## config.mk

```make
export PLATFORM = sky130hd
export DESIGN_NAME = adder_seq_ctrl
export DESIGN_NICKNAME = d
export VERILOG_FILES = /design/src/rtl/adder_seq_ctrl.sv
export SDC_FILE = /design/constraint.sdc
export NUM_CORES = 1
export LEC_CHECK = 0
export ABC_AREA = 1
export CAP_MARGIN = 20
export CORE_UTILIZATION = 56
export DETAILED_ROUTE_END_ITERATION = 6
export GPL_TIMING_DRIVEN = 0
export PLACE_DENSITY_LB_ADDON = 0.08
export SLEW_MARGIN = 20
export SYNTH_ARGS = -nofsm -noshare
export SYNTH_HDL_FRONTEND = slang
export SYNTH_SLANG_ARGS = --single-unit
```

## constraint.sdc

```tcl
create_clock -name clk -period 6.4 [get_ports clk]
set_input_delay 0.64 -clock clk [delete_from_list [all_inputs] [get_ports clk]]
set_output_delay 0.64 -clock clk [all_outputs]
set_load 0.02 [all_outputs]
```

## src/rtl/adder_seq_ctrl.sv

```systemverilog
// adder_seq_ctrl: multi-precision add/subtract sequencer driving one shared 16-bit adder, LSW first
// Ports: clk, rst (sync, active-high); start, sub, op_a, op_b request inputs;
//        busy, done, result, carry_out, overflow registered status/result outputs.
module adder_16bit (
    input  logic [15:0] a,
    input  logic [15:0] b,
    input  logic        carry_in,
    output logic [15:0] sum,
    output logic        overflow
);
    assign {overflow, sum} = {1'b0, a} + {1'b0, b} + {16'b0, carry_in};
endmodule

module adder_seq_ctrl #(
    parameter int NUM_WORDS = 4
) (
    input  logic                    clk,
    input  logic                    rst,
    input  logic                    start,
    input  logic                    sub,
    input  logic [16*NUM_WORDS-1:0] op_a,
    input  logic [16*NUM_WORDS-1:0] op_b,
    output logic                    busy,
    output logic                    done,
    output logic [16*NUM_WORDS-1:0] result,
    output logic                    carry_out,
    output logic                    overflow
);
    localparam int W  = 16 * NUM_WORDS;
    localparam int IW = $clog2(NUM_WORDS);
    localparam logic [IW-1:0] LAST = IW'(NUM_WORDS - 1);
    typedef enum logic [1:0] {IDLE, ADD, DONE} state_t;
    state_t        state;
    logic [W-1:0]  a_q, b_q;
    logic [IW-1:0] idx;
    logic          cy;
    logic [15:0]   w_sum;
    logic          w_cy;
    adder_16bit u_add (
        .a        (a_q[{idx, 4'b0000} +: 16]),
        .b        (b_q[{idx, 4'b0000} +: 16]),
        .carry_in (cy),
        .sum      (w_sum),
        .overflow (w_cy)
    );
    always_ff @(posedge clk) begin
        if (rst) begin
            state     <= IDLE;
            busy      <= 1'b0;
            done      <= 1'b0;
            carry_out <= 1'b0;
            overflow  <= 1'b0;
            result    <= '0;
            idx       <= '0;
            cy        <= 1'b0;
            a_q       <= '0;
            b_q       <= '0;
        end else begin
            case (state)
                IDLE: begin
                    done <= 1'b0;
                    if (start) begin
                        state  <= ADD;
                        busy   <= 1'b1;
                        a_q    <= op_a;
                        // subtraction is A + ~B + 1: invert here, seed the carry with sub
                        b_q    <= sub ? ~op_b : op_b;
                        cy     <= sub;
                        idx    <= '0;
                        result <= '0;
                    end
                end
                ADD: begin
                    result[{idx, 4'b0000} +: 16] <= w_sum;
                    cy  <= w_cy;
                    idx <= idx + 1'b1;
                    if (idx == LAST) begin
                        state     <= DONE;
                        busy      <= 1'b0;
                        done      <= 1'b1;
                        carry_out <= w_cy;
                        overflow  <= (a_q[W-1] == b_q[W-1]) && (w_sum[15] != a_q[W-1]);
                    end
                end
                DONE: begin
                    done  <= 1'b0;
                    state <= IDLE;
                end
                default: state <= IDLE;
            endcase
        end
    end
endmodule

```

==> results.txt <==
Die Ht -> 132.5 um
Tmin final -> 3.971 ns
syn_area_per_cell -> 7.433 um2
vias in the first global route -> 9027
WL final -> 30010 um
Clock power frac -> 37.9%
Ant. Diodes -> 0
VDD IR max -> 0.2359 mV
Switch Pwr -> 1.076 mW
Sink Count -> 201
die width -> 132.5 um
YS warnings -> 0
CTS tree -> done
Setup violations, final -> 0
status -> finished, final reports clean
syn nets -> 1436
Root Buffer -> clkbuf_16
EDFF count, synth -> 0
DP HPWL -> 23300 um
Main synth FF type -> dfxtp_1
# H-tree levels -> 1
die area -> 17550 um2
Yosys reg bits -> 201
worst hold-check path type -> reg -> reg
Pint -> 2.442 mW
Area Growth Syn to Fin -> 31.46%
Clock Skews -> 0.01291 ns
Crit path required time -> 6.83 ns
Worst-Skew Late Latency -> 0.50 ns
DRC viols -> 0
WP data arrival -> 4.40 ns
grt ovf -> 0
routed via count -> 9740
Final WS setup -> 2.429 ns
MaxCap Viol Count -> 0
Slew Limit Fails -> 0
Clock Path Buffers -> 3
hold depth -> 2
Tcrit/Tclk final -> 62.04%
Pre-Repair DR Iteration Count -> 5
gpl congestion -> 0.9663
P per Cell Area -> 280.6 nW/um2
post-cts gate resize count -> 0
Core ar. -> 16580 um2
Switching Share -> 30.59%
nets -> 1656
RSZ-0062 raised after global routing -> no
CP Launch Type -> register
relative slew slack -> 51.17%
# IOs -> 200
cell area after synthesis -> 9537 um2
antenna viol nets, final -> 0
post-CTS setup buffers -> 0
cts bufs inserted -> 21
async set or reset register ratio after synthesis -> 0%
largest net degree at the start of global routing -> 16
count of port buffers added during placement -> 197
Leakage -> 4.886 nW
critical path class -> reg -> reg
Least-Margin Pin Slew -> 0.7325 ns
CP Capture Type -> register
Starting Density -> 57.51%
first-pass GRT wire length -> 46490 um
antenna violations before repair -> 0
FMAX -> 251.8 MHz
sequential power share -> 39.5%
Routed wire per std cell -> 17.27 um
cell depth of the worst flop-to-flop path -> 16
register area share after synthesis -> 42.19%
Rows -> 47
DRT iter0 DRCs -> 838
layout cells sized above 1 -> 6.192%
Final Hold Vio Count -> 0
vias per cell -> 5.604
Fillers -> 1356
hold_buf cts -> 0
gr usage total -> 33.78%
Clock Pin Slew Worst Setup and Hold Paths -> 0.07 ns
Logic pwr share -> 22.6%
post-route setup TNS -> 0 ns
distinct cell type count of the synthesized netlist -> 35
pre-CTS setup slack -> 2.638 ns
Syn Inst Count -> 1283
Worst Path Max Fanout -> 10
-- critical path, cell delays in order, from the launching register on --
cell,delay (ns)
dfxtp_1,0.50
buf_2,0.29
inv_2,0.14
buf_1,0.28
o21ai_0,0.29
o22ai_1,0.12
fa_1,0.45
fa_1,0.46
nand3_1,0.11
nand3_1,0.17
nand2_1,0.10
nand2_1,0.06
xor2_1,0.42
nand2_1,0.14
nor2_2,0.14
nand2_1,0.07
a21oi_1,0.14
-- cell usage in the layout, fill, tap and decap left out, types with 3 or more instances in the layout --
cell type	n
nand2_1	194
buf_2	29
clkdlybuf4s50_1	197
clkbuf_1	51
inv_2	6
clkinv_2	6
xnor2_1	64
dfxtp_1	201
a211oi_1	64
clkbuf_16	21
a21oi_1	81
nor2_2	3
inv_1	45
nand4_1	18
nand2_2	3
buf_1	6
ha_1	19
o21ai_0	129
nor2_1	275
o22ai_1	32
buf_6	4
nor3_1	3
xor2_1	6
bufinv_16	5
nand3_1	31
o21ai_4	3
-- final cells by class --
class                   instances  area (um2)  share of cell area (%)
inverters                      52       197.7                   1.577
well taps                     220       275.3                   2.196
plain buffers                  90       411.6                   3.283
multi-input cells             940        4903                   39.11
flip-flops and latches        201        4024                   32.10
clock buffers                  23       533.0                   4.252
repair buffers                197        1972                   15.73
clock inverters                15       220.2                   1.756
-- cells by family (layout without fill, tap and decap cells) --
family	after synthesis	count (layout)	share of synthesized area, %
flops	201	201	42.19
simple gates	535	535	22.91
buf+inv	142	377	6.389
compound gates	313	313	19.00
xor+xnor	71	71	6.599
fa+ha+maj	21	21	2.913
-- state kept, by name, indices dropped and copies added (netlist names) --
signal,cells
cy,1
result,64
done,1
a_q,64
overflow,1
carry_out,1
idx,2
busy,1
b_q,64
state,2
-- worst paths after layout --
check / startpoint / endpoint / slack (ns)
setup / recovery: idx[0]$_SDFFE_PP0P_ / result[24]$_SDFFE_PP0P_ / 2.43
hold / removal: result[16]$_SDFFE_PP0P_ / result[16]$_SDFFE_PP0P_ / 0.46
hold reg to reg: result[16]$_SDFFE_PP0P_ / result[16]$_SDFFE_PP0P_ / 0.46
setup reg to reg: idx[0]$_SDFFE_PP0P_ / result[24]$_SDFFE_PP0P_ / 2.43
-- cells in the mapped netlist (18+ instances only) --
library cell / number / area, um2
buf_2: 29 / 145.1
dfxtp_1: 201 / 4024
o22ai_1: 32 / 200.2
nand4_1: 18 / 112.6
nor2_1: 275 / 1032
clkbuf_1: 49 / 183.9
a21oi_1: 81 / 405.4
nand3_1: 31 / 155.2
inv_1: 45 / 168.9
o21ai_0: 129 / 645.6
xnor2_1: 64 / 560.5
ha_1: 19 / 237.7
a211oi_1: 64 / 480.5
nand2_1: 194 / 728.2
-- power groups by stage --
stage	clock network (mW)	logic [mW]	registers [mW]
after detailed placement	0	0.776	1.41
final	1.33	0.795	1.39
after floorplan	0	0.476	1.40
after global placement	0	0.766	1.41
after CTS	1.33	0.782	1.39
after global routing	1.38	0.865	1.40
-- metrics by stage --
step / hold slack, ns / power (mW) / util, % / instances / area [um2]
6_report: 0.4586 / 3.518 / 75.60 / 1738 / 12540
2_1_floorplan: 0.4495 / 1.880 / - / 1283 / 9537
5_1_grt: 0.4817 / 3.642 / 75.60 / 1738 / 12540
3_5_place_dp: 0.4532 / 2.190 / 71.06 / 1700 / 11780
3_3_place_gp: 0.4491 / 2.177 / 71.06 / 1700 / 11780
4_1_cts: 0.4607 / 3.495 / 75.60 / 1738 / 12540
-- per-layer routing --
layer,global-route usage (%),vias to the layer above,share of wire (%)
met5,0,-,0
met4,16.16,0,4.4
met3,4.061,85,7.2
met2,58.30,479,48
met1,41.91,4472,41
li1,-,4704,-
Power figures use the tool's default switching activity.
